===== src/rtl/is_uart_tx_arbiter_pkg.sv =====
// Shared types and defaults for the UART TX arbiter slice.
package is_uart_tx_arbiter_pkg;

  localparam int unsigned DATA_W          = 8;
  localparam int unsigned N_REQ_DEF       = 4;
  localparam int unsigned MAX_BURST_DEF   = 16;
  localparam int unsigned TIMEOUT_CYC_DEF = 2**20;

  typedef enum logic [1:0] {
    A_IDLE,
    A_LOAD,
    A_WAIT
  } arb_state_t;

endpackage


===== src/rtl/is_uart_tx_arbiter_rr_pick.sv =====
// Combinational round-robin picker: first requester strictly after i_ptr, with wrap.
module is_uart_tx_arbiter_rr_pick
  import is_uart_tx_arbiter_pkg::*;
#(
  parameter int unsigned N = 4
) (
  input  logic [N-1:0]         i_req,
  input  logic [$clog2(N)-1:0] i_ptr,
  output logic [N-1:0]         o_grant,
  output logic                 o_any
);

  localparam int unsigned PTR_W = $clog2(N);

  logic [PTR_W-1:0] w_idx;

  // Scan i_ptr+1 .. i_ptr+N, keep the first hit.
  always_comb begin
    o_grant = '0;
    o_any   = 1'b0;
    w_idx   = '0;
    for (int unsigned k = 1; k <= N; k++) begin
      w_idx = PTR_W'((32'(i_ptr) + k) % N);
      if (!o_any && i_req[w_idx]) begin
        o_grant[w_idx] = 1'b1;
        o_any          = 1'b1;
      end
    end
  end

endmodule


===== src/rtl/is_uart_tx_arbiter.sv =====
// Round-robin, burst-locked arbiter sharing one UART TX engine between N_REQ byte sources.
module is_uart_tx_arbiter #(
  parameter int unsigned N_REQ       = is_uart_tx_arbiter_pkg::N_REQ_DEF,
  parameter int unsigned DATA_W      = is_uart_tx_arbiter_pkg::DATA_W,
  parameter int unsigned MAX_BURST   = is_uart_tx_arbiter_pkg::MAX_BURST_DEF,
  parameter int unsigned TIMEOUT_CYC = is_uart_tx_arbiter_pkg::TIMEOUT_CYC_DEF
) (
  input  logic                    clk_i,
  input  logic                    rst_i,
  input  logic [N_REQ-1:0]        req_valid_i,
  input  logic [N_REQ*DATA_W-1:0] req_data_i,
  input  logic [N_REQ-1:0]        req_last_i,
  output logic [N_REQ-1:0]        req_ready_o,
  output logic [N_REQ-1:0]        grant_o,
  output logic                    tx_req_o,
  output logic [DATA_W-1:0]       tx_data_o,
  input  logic                    tx_done_i,
  output logic                    busy_o,
  output logic                    timeout_o
);

  import is_uart_tx_arbiter_pkg::*;

  localparam int unsigned OWN_W   = $clog2(N_REQ);
  localparam int unsigned BURST_W = $clog2(MAX_BURST + 1);
  localparam int unsigned WD_W    = $clog2(TIMEOUT_CYC);

  arb_state_t         r_state, w_state_nxt;
  logic [N_REQ-1:0]   r_grant, w_grant_nxt;
  logic [OWN_W-1:0]   r_owner, w_owner_nxt;
  logic [OWN_W-1:0]   r_rr_ptr, w_rr_ptr_nxt;
  logic [BURST_W-1:0] r_burst_cnt, w_burst_nxt;
  logic [WD_W-1:0]    r_wd_cnt, w_wd_nxt;
  logic               r_last, w_last_nxt;
  logic               r_tx_req, w_tx_req_nxt;
  logic [DATA_W-1:0]  r_tx_data, w_tx_data_nxt;
  logic               r_timeout, w_timeout_nxt;
  logic               w_release;

  logic [N_REQ-1:0]   w_pick_grant;
  logic               w_pick_any;
  logic [OWN_W-1:0]   w_pick_idx;
  logic [DATA_W-1:0]  w_req_data [N_REQ];

  // Unpack the flat requester data bus into per-requester bytes.
  for (genvar g = 0; g < N_REQ; g++) begin : g_unpack
    assign w_req_data[g] = req_data_i[g*DATA_W +: DATA_W];
  end

  is_uart_tx_arbiter_rr_pick #(
    .N (N_REQ)
  ) u_pick (
    .i_req   (req_valid_i),
    .i_ptr   (r_rr_ptr),
    .o_grant (w_pick_grant),
    .o_any   (w_pick_any)
  );

  // One-hot pick to owner index.
  always_comb begin
    w_pick_idx = '0;
    for (int unsigned i = 0; i < N_REQ; i++) begin
      if (w_pick_grant[i]) w_pick_idx = OWN_W'(i);
    end
  end

  // Next-state and next-output logic.
  always_comb begin
    w_state_nxt   = r_state;
    w_grant_nxt   = r_grant;
    w_owner_nxt   = r_owner;
    w_rr_ptr_nxt  = r_rr_ptr;
    w_burst_nxt   = r_burst_cnt;
    w_wd_nxt      = r_wd_cnt;
    w_last_nxt    = r_last;
    w_tx_req_nxt  = 1'b0;
    w_tx_data_nxt = r_tx_data;
    w_timeout_nxt = 1'b0;
    w_release     = 1'b0;

    unique case (r_state)
      A_IDLE: begin
        if (w_pick_any) begin
          w_grant_nxt = w_pick_grant;
          w_owner_nxt = w_pick_idx;
          w_burst_nxt = '0;
          w_state_nxt = A_LOAD;
        end
      end
      A_LOAD: begin
        if (req_valid_i[r_owner]) begin
          w_tx_data_nxt = w_req_data[r_owner];
          w_tx_req_nxt  = 1'b1;
          w_last_nxt    = req_last_i[r_owner];
          w_wd_nxt      = '0;
          w_state_nxt   = A_WAIT;
        end else begin
          w_release = 1'b1;
        end
      end
      A_WAIT: begin
        w_wd_nxt = (r_wd_cnt == '1) ? r_wd_cnt : r_wd_cnt + WD_W'(1);
        if (tx_done_i) begin
          w_burst_nxt = r_burst_cnt + BURST_W'(1);
          if (r_last || (w_burst_nxt == BURST_W'(MAX_BURST)) || !req_valid_i[r_owner]) begin
            w_release = 1'b1;
          end else begin
            w_state_nxt = A_LOAD;
          end
        end else if (r_wd_cnt == WD_W'(TIMEOUT_CYC - 1)) begin
          w_timeout_nxt = 1'b1;
          w_release     = 1'b1;
        end
      end
      default: w_state_nxt = A_IDLE;
    endcase

    // Releasing hands the lowest priority to the owner just served.
    if (w_release) begin
      w_grant_nxt  = '0;
      w_rr_ptr_nxt = r_owner;
      w_state_nxt  = A_IDLE;
    end
  end

  // State and registered outputs.
  always_ff @(posedge clk_i or negedge rst_i) begin
    if (!rst_i) begin
      r_state     <= A_IDLE;
      r_grant     <= '0;
      r_owner     <= '0;
      r_rr_ptr    <= OWN_W'(N_REQ - 1);
      r_burst_cnt <= '0;
      r_wd_cnt    <= '0;
      r_last      <= 1'b0;
      r_tx_req    <= 1'b0;
      r_tx_data   <= '0;
      r_timeout   <= 1'b0;
    end else begin
      r_state     <= w_state_nxt;
      r_grant     <= w_grant_nxt;
      r_owner     <= w_owner_nxt;
      r_rr_ptr    <= w_rr_ptr_nxt;
      r_burst_cnt <= w_burst_nxt;
      r_wd_cnt    <= w_wd_nxt;
      r_last      <= w_last_nxt;
      r_tx_req    <= w_tx_req_nxt;
      r_tx_data   <= w_tx_data_nxt;
      r_timeout   <= w_timeout_nxt;
    end
  end

  assign req_ready_o = {N_REQ{r_state == A_LOAD}} & r_grant & req_valid_i;
  assign grant_o     = r_grant;
  assign tx_req_o    = r_tx_req;
  assign tx_data_o   = r_tx_data;
  assign busy_o      = (r_state != A_IDLE);
  assign timeout_o   = r_timeout;

endmodule


===== config.mk =====
export PLATFORM = sky130hd
export DESIGN_NAME = is_uart_tx_arbiter
export DESIGN_NICKNAME = d
export VERILOG_FILES = /design/src/rtl/is_uart_tx_arbiter_pkg.sv /design/src/rtl/is_uart_tx_arbiter_rr_pick.sv /design/src/rtl/is_uart_tx_arbiter.sv
export SDC_FILE = /design/constraint.sdc
export NUM_CORES = 1
export LEC_CHECK = 0
export CAP_MARGIN = 15
export CORE_UTILIZATION = 53
export CTS_CLUSTER_DIAMETER = 120
export CTS_CLUSTER_SIZE = 12
export DETAILED_ROUTE_END_ITERATION = 10
export PLACE_DENSITY = 0.85
export SLEW_MARGIN = 10
export SYNTH_ARGS = -nofsm -noshare
export SYNTH_HDL_FRONTEND = slang
export SYNTH_HIERARCHICAL = 1
export SYNTH_SLANG_ARGS = --single-unit

===== constraint.sdc =====
create_clock -name clk_i -period 7.8 [get_ports clk_i]
set_clock_uncertainty 0.2 [all_clocks]
set_input_delay 1.56 -clock clk_i [delete_from_list [all_inputs] [get_ports clk_i]]
set_output_delay 1.56 -clock clk_i [all_outputs]
set_load 0.02 [all_outputs]

[After elaboration in Yosys (flattened, before gate mapping)]
Cells that the tools add are included.
Word-level totals
  register bits: 46
  input port bits: 43
Operators by class
  $add $sub $neg: 6
  $lt $le $gt $ge: 10
  equal/unequal tests: 12
  multiplexer cells: 58
  bitwise gates (word level): 6
  reductions and logical operators: 25
Operators with widths (number)
  $mux W20: 2
  $pmux W20 S2: 1
  $mux W4: 7
  $mux W1: 23
  $add A20 B1 Y20 const B: 1
  $eq A20 B20 Y1 const B: 1
  $bmux W8 S2: 1
  $mux W8: 2
  $lt A2 B3 Y1 const B: 5
  $mux W2: 7
  $bmux W1 S2: 6
  $or A4 B4 Y4: 3
  $mux W5: 2
  $pmux W5 S2: 1
  $reduce_bool A2 Y1: 5
  $ne A3 B3 Y1 const B: 3
  $and A4 B4 Y4: 2
  $demux W1 S2: 4
  $ge A2 B1 Y1 const B: 4
  $logic_and A1 B1 Y1: 7
  $ne A2 B2 Y1 const B: 3
  $pmux W2 S3: 1
  $reduce_and A2 Y1: 3
  $reduce_and A3 Y1: 2
  15 further kinds: 21

[Longest topological paths before layout]
Gate-level depths: netlist (run 1).
  depth in word-level cells: 16
  mapped depth: 10
  gate-level depth less buffers: 9

[Modules after synthesis]
Netlist (run 1), hierarchy kept.
By module, submodules not included
  is_uart_tx_arbiter: times used 1, cells each 246, area an instance 2575.0 µm²
  is_uart_tx_arbiter_rr_pick: times used 1, cells each 48, area an instance 415.4 µm²

[Least setup slack after synthesis (run 1)]
Ideal clock, no wire load.
  path type: input -> output
  start point: in req_valid_i[0]
  end point: out req_ready_o[0]
  data arrival time: 1.800 ns
  data required time: 6.040 ns
  slack: 4.240 ns
  stages on the path: 1
  cells stage by stage: and3_1
Between the ends
  longest elaborated chain between the ends: 1
Ends and longest elaborated chain
  start, declared: line is_uart_tx_arbiter.sv:10  | input logic [N_REQ-1:0] req_valid_i,
  $and A4 B4 Y4: line is_uart_tx_arbiter.sv:153  | assign req_ready_o = {N_REQ{r_state == A_LOAD}} & r_grant & req_valid_i;
  end, declared: line is_uart_tx_arbiter.sv:13  | output logic [N_REQ-1:0] req_ready_o,
Every way passes these cells.

[Final worst setup path (run 1)]
  start point: in req_valid_i[3]
  end point: out req_ready_o[3]
Same word-level chain as after synthesis.

==> summary.txt, run 1 <==
Clocking
  – H-tree levels: 2
  – Setup repair bufs after CTS: 0
  – Clock Tree Buf Depth: 2
  – Clk slew on worst S/H paths: 90 ps
  – TritonCTS sink count: 46
  – Post-CTS Resized: 0
  – CTS tree: done
  – Clock root buffer: clkbuf_8
  – Inserted Clock Buffers: 5
  – Clk_lat worst skew: between 300 and 400 ps
  – Cts hold-fix bufs: 0

Critical path
  – Setup crit start kind: input port
  – Crit path kind: input port to output port
  – Crit path max fanout: 11
  – FF-to-FF Start: r_rr_ptr[0]
  – Critical path cell sequence: clkdlybuf4s50_1, and3_1, clkdlybuf4s50_1
  – Reg2reg end: r_owner[0]
  – Worst R2R Setup Slack: 4740 ps
  – Crit end category: output port
  – Worst path most repeated cell: clkdlybuf4s50_1
  – WP data required: a little over 6000 ps
  – Crit path from: req_valid_i[3]
  – Slowest-stage cell, CP: clkdlybuf4s50_1
  – Slowest Stage Delay on Critical Path: 680 ps
  – Endpoint arrival time on the critical path: 3090 ps
  – Worst R2R Path Depth: 9

Power
  – Peak VDD IR: 0.167 mV
  – PwrDens: between 300 and 400 mW/mm²
  – Leak: about 1.5 nW

Placement
  – GP Congestion: 0.847
  – Post-placement cell count: 413
  – Dpl hpwl: 4.75 mm
  – Buffers added on ports: between 60 and 70
  – Post-place setup slack: 2980 ps

Timing
  – Worst Tran Pin Value: 1030 ps
  – Relative slew slack: 0.312
  – RSZ-0062 raised after global routing: false
  – Fmax: 206 MHz
  – Max Slew Vio Count: 0
  – Endpoints failing hold: 0
  – Hold WS: roughly 310 ps
  – Min Tclk post-route: 4850 ps
  – Tcrit/Tclk final: 0.621
  – Final Setup Violations: 0
  – Setup TNS: 0 ps
  – Final setup margin: just under 3000 ps

Drt
  – DRT Pass-1 Iters: 4
  – Drt total wl: ~6.5 mm
  – Vias/cell: 5.85
  – Via count: 2468
  – Drt drc: 0
  – WL/cell: 15.4 µm
  – Routed Antenna Nets: 0
  – DR iter-0 viols: 183

Yosys
  – Largest family of logic cells by synthesized area: simple AND/OR/NAND/NOR gates
  – Synth area leaders: dfrtp_1, mux4_2, mux2_2
  – Post-synth top flop: dfrtp_1
  – Register area share after synthesis: 0.386
  – Yosys cell types: 48
  – Cell taking the most area after synthesis: dfrtp_1
  – Adder-cell share of the synthesized area: 0.0544
  – #FFs+latches synth: 46
  – Synth Area in Simple Gates: 0.194
  – Post-synthesis mux area share: 0.181
  – Post-synthesis compound-gate area fraction: 0.100
  – Share of the synthesized area in the top cell type: 0.368
  – Async set-reset flop share out of synthesis: 1.00
  – Syn Inst Count: 294
  – Mapped Nets: 350
  – Syn_area_per_cell: 10.2 µm²
  – Syn. warnings: 6
  – Mapped Area: between 0.002 and 0.003 mm²
  – EDFF count, synth: 0
  – XOR/XNOR Fraction of Synth Area: 0.0410

Hold path
  – Hold path depth: 1
  – HP Start: tx_data_o[6]
  – Hold crit path type: flip-flop to flip-flop
  – Hold path endpoint: tx_data_o[6]

Die
  – Die Width: 77.1 µm
  – Die H: 77.1 µm
  – Die area: 0.00595 mm²
  – Io pins: 62
  – Core area: between 0.005 and 0.006 mm²
  – Initial Utilization: 0.567
  – Rows: 26

Status
  – Run status: finished clean

Global routing
  – Largest net degree at the start of global routing: 47
  – Vias in the first global route: between 2k and 2.5k
  – GRT overflow: 0
  – First-pass GRT wire length: 11.6 mm
  – Tot GR Track Use: 0.245
  – Initial antenna violation count: 0

Cells and area
  – Final Non-Filler Cells: 422
  – Area delta synth->final: 25.2%
  – N_diodes: 0
  – Nets@finish: a little over 400
  – Share of layout cells above drive strength 1: 0.128

Run
  – Maximum Capacitance Violations: 0
cells in the mapped netlist (6+ instances only):
master,n
a21oi_1,9
a22o_1,6
clkbuf_1,7
dfrtp_1,44
ha_1,13
inv_1,16
mux2_2,15
mux2i_1,12
mux4_2,10
nand2_1,23
nand2b_1,6
nand3_1,13
nand4_1,8
nor2_1,24
nor3_1,11
o21ai_0,10
xnor2_1,12
layout by cell type (no fill, tap or decap), types with 2 or more instances in the layout:
cell type,n
mux2_2,15
clkdlybuf4s50_1,60
nand4_1,8
inv_1,16
xnor2_1,12
nor3_1,11
and3_1,4
nand3_1,13
or3_1,4
or4_4,2
dfstp_2,2
nand2_1,23
mux2i_1,12
nor2_1,24
nand2b_1,6
a221o_1,4
nand3_2,2
a21o_1,2
a2bb2oi_1,2
ha_1,13
clkbuf_8,5
mux4_2,10
dfrtp_1,44
a22o_1,6
and2_1,2
o21bai_1,2
clkinvlp_4,2
o21ai_0,10
xor2_1,2
a21oi_1,9
nor4_1,5
critical path, delay by kind of cell:
| family | cells | cell delay (ps) |
|---|---|---|
| buf+inv | 2 | 1290 |
| simple gates | 1 | 230 |
worst max path at each step:
stage                     endpoint  cells after the start
floorplan           req_ready_o[0]                      1
global placement    req_ready_o[3]                      3
detailed placement  req_ready_o[3]                      3
CTS                 req_ready_o[3]                      3
global route        req_ready_o[3]                      3
finish              req_ready_o[3]                      3
cells by family (layout without fill, tap and decap cells):
logic type,after synthesis,after routing
xor gates and xnor gates,14,14
muxes,38,38
and+or+nand+nor,111,111
buffers and inverters,29,87
DFF,46,46
adders and majority gates,13,13
AOI/OAI and AO/OA,43,43
power breakdown:
| part | internal (mW) | total, mW | switching (mW) |
|---|---|---|---|
| Clock | 0.0954 | 0.181 | 0.0854 |
| Combinational | 0.288 | 0.579 | 0.291 |
| Sequential | 0.299 | 0.374 | 0.0758 |
stage by stage:
| step | total power [mW] | util | instance area [µm²] |
|---|---|---|---|
| global placement | 0.922 | 0.685 | 3610 |
| CTS | 1.13 | 0.709 | 3740 |
| detailed placement | 0.948 | 0.688 | 3620 |
| global route | 1.22 | 0.711 | 3740 |
| floorplan | 0.775 | - | 2990 |
| finish | 1.13 | 0.711 | 3740 |
state kept, by name, summed over array words and instances (netlist names):
signal and flops:
grant_o 4, r_burst_cnt 5, r_last 1, r_owner 2
r_rr_ptr 2, r_state 2, r_wd_cnt 20, timeout_o 1
tx_data_o 8, tx_req_o 1
area by class of cell:
| type | count | area, µm² |
|---|---|---|
| Tap cell | 70 | 87.6 |
| Timing Repair Buffer | 63 | 624 |
| Fill cell | 389 | 1530 |
| Inverter | 16 | 60.1 |
| Multi-Input combinational cell | 219 | 1710 |
| Sequential cell | 46 | 1150 |
| Clock buffer | 5 | 68.8 |
| Clock inverter | 3 | 45.0 |
routing by layer:
layer	GRT usage	wire length, µm
met5	0	0
met4	0.0717	64
met3	0.0595	465
met2	0.404	3170
met1	0.318	2790
Note: power is estimated with default switching activity, not from simulation.
==> inputs of run 2 (changes only) <==
Settings changed: CORE_UTILIZATION 53 to 52, PLACE_DENSITY 0.85 to 0.84.
Clock period 7.8 ns to 4.5 ns, I/O delays scaled along.
==> summary.txt, run 2 (synthesized netlist as in run 1, its figures left out) <==
Timing
  – Final Setup Violations: 0 (unchanged)
  – Tcrit/Tclk final: 0.782
  – Final setup margin: 980 ps (-1970 ps)
  – Max Slew Vio Count: 0 (unchanged)
  – RSZ-0062 raised after global routing: false
  – Setup TNS: 0 ps (unchanged)
  – Min Tclk post-route: 3520 ps
  – Worst Tran Pin Value: 1000 ps (-29.9 ps)
  – Endpoints failing hold: 0 (unchanged)
  – Fmax: 284 MHz
  – Relative slew slack: 0.331 (+0.0199)

Critical path
  – Slowest-stage cell, CP: clkdlybuf4s50_1
  – Crit end category: output port
  – Crit path max fanout: 11 (unchanged)
  – Endpoint arrival time on the critical path: 2420 ps (-670 ps)
  – Critical path cell sequence: clkdlybuf4s50_1, and3_1, clkdlybuf4s50_1
  – Worst path buffer plus inverter count: 2 (unchanged)
  – WP data required: 3400 ps (-2640 ps)
  – Worst R2R Path Depth: 9 (unchanged)
  – Worst path depth: 3 (unchanged)
  – Slowest Stage Delay on Critical Path: 670 ps (about the same)
  – Crit path max-delay family: buffers and inverters
  – Setup crit start kind: input port
  – Worst path most repeated cell: clkdlybuf4s50_1
  – Crit path kind: input port to output port
  – Worst R2R Setup Slack: 1510 ps (-3230 ps)

Die
  – Rows: 27 (+3.8%)
  – Die Width: 77.8 µm (+0.93%)
  – Io pins: 62 (unchanged)
  – Core area: 0.00554 mm² (+5.1%)
  – Die H: 77.8 µm (+0.93%)
  – Initial Utilization: 0.540 (-0.0277)
  – Die area: 0.00606 mm² (+1.9%)

Drt
  – Via count: 2416 (-2.1%)
  – DR iter-0 viols: 128 (-30%)
  – Drt drc: 0 (unchanged)
  – DRT Pass-1 Iters: 4 (unchanged)
  – Drt total wl: 6.29 mm (-3.1%)
  – WL/cell: 14.9 µm (-3.3%)
  – Vias/cell: 5.71 (-2.3%)
  – Routed Antenna Nets: 0 (unchanged)

Clocking
  – Post-CTS Resized: 0 (unchanged)
  – Setup repair bufs after CTS: 0 (unchanged)
  – CTS tree: done
  – Cts hold-fix bufs: 0 (unchanged)
  – Clock Tree Buf Depth: 2 (unchanged)
  – TritonCTS sink count: 46 (unchanged)
  – H-tree levels: 2 (unchanged)
  – Clk_lat worst skew: 300 ps (about the same)
  – Inserted Clock Buffers: 5 (unchanged)
  – Clk slew on worst S/H paths: 80 ps (about the same)
  – Clock root buffer: clkbuf_8

Cells and area
  – Final Instance Area: 0.00371 mm² (-0.87%)
  – Biggest register: r_wd_cnt
  – Area delta synth->final: 24.1%
  – Finished Core Util: 0.670 (-0.0405)
  – Max FFs per register: 20 (unchanged)
  – N_diodes: 0 (unchanged)
  – Final Non-Filler Cells: 423 (+0.24%)
  – Nets@finish: 406 (-0.25%)
  – Most common cell after layout, fill and taps aside: clkdlybuf4s50_1
  – Most frequent cells in the layout: clkdlybuf4s50_1, dfrtp_1, nor2_1
  – Share of layout cells above drive strength 1: 0.125 (-0.00248)

Power
  – Peak VDD IR: 0.382 mV (+130%)
  – PwrDens: 506 mW/mm² (+67%)
  – Leak: 1.54 nW (-0.62%)

Placement
  – Dpl hpwl: 4.64 mm (-2.2%)
  – Buffers added on ports: 61 (unchanged)
  – Placed cell area: 0.00362 mm² (about the same)
  – Post-placement cell count: 415 (+0.48%)
  – Post-place setup slack: 924 ps (-2050 ps)
  – GP Congestion: 0.829 (-2.1%)

Global routing
  – Vias in the first global route: 2414 (-3.1%)
  – Largest net degree at the start of global routing: 47 (unchanged)
  – Initial antenna violation count: 0 (unchanged)
  – Tot GR Track Use: 0.229 (-0.0159)
  – First-pass GRT wire length: 10.9 mm (-6.0%)
  – GRT overflow: 0 (unchanged)

Run
  – Maximum Capacitance Violations: 0 (unchanged)

Hold path
  – Hold path depth: 1 (unchanged)
  – Hold crit path type: flip-flop to flip-flop

Status
  – Run status: finished clean
-- run 2: cell count changes in the layout (fill, tap and decap cells not counted), sizes merged --
cell / before / now
clkinvlp: 2 / 0
buf: 3 / 2
clkinv: 0 / 2
bufinv: 1 / 0
clkbuf: 5 / 6
-- run 2: path summary, 6_finish.rpt --
kind                             endpoint      startpoint
max in group asynchronous    tx_data_o[3]           rst_i
hold reg to reg              tx_data_o[1]    tx_data_o[1]
min in group asynchronous  r_burst_cnt[3]           rst_i
hold / removal               tx_data_o[1]    tx_data_o[1]
setup reg to reg               r_owner[0]     r_rr_ptr[0]
setup / recovery           req_ready_o[3]  req_valid_i[3]
-- run 2: area by class of cell --
| type | count | area, µm² |
|---|---|---|
| timing repair buffer | 62 | 613 |
| inverter | 16 | 60.1 |
| clock inverter | 2 | 13.8 |
| multi-input combinational | 219 | 1710 |
| sequential | 46 | 1150 |
| fill | 466 | 1830 |
| tap | 72 | 90.1 |
| clock buffer | 6 | 72.6 |
-- run 2: power breakdown --
group | leakage (nW) | switching, mW | internal [mW]
combinational | 0.885 | 0.490 | 0.490
sequential | 0.605 | 0.130 | 0.518
clock | 0.0452 | 0.139 | 0.110
-- run 2: per-layer routing --
metal / GRT usage / vias up / routed length (µm)
met3: 0.0471 / 9 / 320
li1: - / 1181 / -
met1: 0.292 / 1153 / 2790
met4: 0.0811 / 0 / 99
met2: 0.383 / 73 / 3080
met5: 0 / - / 0
-- run 2: metrics by stage --
step / hold WS (ps) / power (mW)
3_5_place_dp: 294 / 1.63
3_3_place_gp: 287 / 1.60
5_1_grt: 337 / 2.01
4_1_cts: 312 / 1.89
2_1_floorplan: 294 / 1.34
6_report: 313 / 1.88
==> inputs of run 3 (changes only) <==
Settings changed: CORE_UTILIZATION 52 to 47, PLACE_DENSITY 0.84 to 0.8.
Clock period 4.5 ns to 3.2 ns, I/O delays scaled along.
==> summary.txt, run 3 (synthesized netlist as in run 1, its figures left out) <==
Die
  – Die Width: 81.8 µm (+5.0%)
  – Rows: 28 (+3.7%)
  – Die area: 0.00669 mm² (+10%)
  – Io pins: 62 (unchanged)
  – Core area: 0.00603 mm² (+8.8%)
  – Initial Utilization: 0.496 (-0.0435)
  – Die H: 81.8 µm (+5.0%)

Placement
  – GP Congestion: 0.827 (-0.21%)
  – Dpl hpwl: 5.02 mm (+8.1%)
  – Buffers added on ports: 61 (unchanged)

Power
  – Leak: 1.59 nW (+3.9%)
  – Sw Share: 0.399 (-0.00548)
  – Net Sw Power: 1.10 mW (+45%)
  – Logic pwr share: 0.558 (+0.036)
  – PwrDens: 722 mW/mm² (+43%)
  – Clock network power share: 0.132 (about the same)
  – Int Power: 1.65 mW (+48%)
  – Total Power: 2.75 mW (+47%)
  – Peak VDD IR: 0.434 mV (+14%)
  – Sequential fraction of design power: 0.310 (-0.035)

Timing
  – Tcrit/Tclk final: 0.931
  – Max Slew Vio Count: 0 (unchanged)
  – Worst Tran Pin Value: 971 ps (-31.6 ps)
  – Fmax: 336 MHz
  – Endpoints failing hold: 0 (unchanged)
  – Min Tclk post-route: 2980 ps
  – Relative slew slack: 0.353 (+0.0210)
  – RSZ-0062 raised after global routing: false
  – Setup TNS: 0 ps (unchanged)
  – Final Setup Violations: 0 (unchanged)

Global routing
  – First-pass GRT wire length: 11.1 mm (+1.6%)
  – Vias in the first global route: 2401 (-0.54%)
  – Initial antenna violation count: 0 (unchanged)
  – GRT overflow: 0 (unchanged)
  – Tot GR Track Use: 0.216 (-0.0122)
  – Largest net degree at the start of global routing: 46 (-2.1%)

Clocking
  – Clk slew on worst S/H paths: 80 ps (about the same)
  – Inserted Clock Buffers: 5 (unchanged)
  – TritonCTS sink count: 46 (unchanged)
  – Clock Tree Buf Depth: 2 (unchanged)
  – CTS tree: done
  – Cts hold-fix bufs: 0 (unchanged)
  – Post-CTS Resized: 0 (unchanged)
  – H-tree levels: 2 (unchanged)
  – Clk_lat worst skew: 300 ps (about the same)
  – Clock root buffer: clkbuf_8
  – Setup repair bufs after CTS: 0 (unchanged)

Drt
  – Routed Antenna Nets: 0 (unchanged)
  – Drt drc: 0 (unchanged)
  – DRT Pass-1 Iters: 5 (+1)
  – Drt total wl: 6.70 mm (+6.5%)
  – DR iter-0 viols: 123 (-3.9%)
  – Via count: 2508 (+3.8%)
  – Vias/cell: 5.74 (+0.48%)
  – WL/cell: 15.3 µm (+3.1%)

Run
  – Maximum Capacitance Violations: 0 (unchanged)

Hold path
  – Hold crit path type: input port to async pin

Cells and area
  – Biggest register: r_wd_cnt
  – Max FFs per register: 20 (unchanged)
  – Most common cell after layout, fill and taps aside: clkdlybuf4s50_1
  – Finished Core Util: 0.633 (-0.0367)
  – N_diodes: 0 (unchanged)
  – Share of layout cells above drive strength 1: 0.152 (+0.0266)
  – Most frequent cells in the layout: clkdlybuf4s50_1, dfrtp_1, nor2_1
  – Nets@finish: 417 (+2.7%)
  – Area delta synth->final: 27.6%

Critical path
  – WP data required: 2360 ps (-1040 ps)
  – Endpoint arrival time on the critical path: 2140 ps (-280 ps)
  – Crit path max fanout: 7 (-4)
  – Setup crit start kind: input port
  – Crit end category: output port
  – Crit path kind: input port to output port

Status
  – Run status: finished clean
[run 3: path summary, 6_finish.rpt]
kind / start / to / slack [ps] / depth (start not counted)
setup reg to reg: r_rr_ptr[0] / r_owner[0] / 410 / 9
setup / recovery: req_valid_i[3] / req_ready_o[3] / 220 / 4
max in group asynchronous: rst_i / r_rr_ptr[1] / 1800 / 2
hold / removal: rst_i / r_burst_cnt[1] / 290 / 1
hold reg to reg: tx_data_o[4] / tx_data_o[4] / 320 / 1
min in group clk_i: tx_data_o[4] / tx_data_o[4] / 320 / 1
[run 3: cell type report]
class / instances / area [µm²]
clock inverters: 2 / 12.5
repair buffers: 73 / 708
inverters: 16 / 60.1
well taps: 75 / 93.8
clock buffers: 6 / 82.6
fillers: 495 / 2210
multi-input cells: 219 / 1710
flip-flops and latches: 46 / 1150
[run 3: power groups by stage]
stage / Clock, mW / Combinational (mW) / Sequential, mW
after floorplan: 0 / 0.970 / 0.918
after global placement: 0 / 1.49 / 0.855
after detailed placement: 0 / 1.53 / 0.864
after CTS: 0.372 / 1.54 / 0.852
after global routing: 0.395 / 1.67 / 0.873
final: 0.364 / 1.54 / 0.854
[run 3: routing by layer]
layer,share of wire,routed length [µm],GRT usage,vias up
li1,-,-,-,1202
met1,0.44,2920,0.282,1211
met2,0.49,3290,0.362,81
met3,0.062,416,0.0511,14
met4,0.012,79,0.0526,0
met5,0,0,0,-
[run 3: through the flow]
step	setup slack (ps)	cell area, µm²	hold slack (ps)	cells
finish	220	3820	293	437
global route	178	3820	337	437
CTS	220	3820	320	437
detailed placement	134	3720	297	429
global placement	244	3720	287	429
floorplan	656	2990	144	294
[run 3: critical path, stage by stage]
cell             delay [ps]
clkdlybuf4s50_1         540
buf_4                   170
and3_1                  170
clkdlybuf4s50_1         620
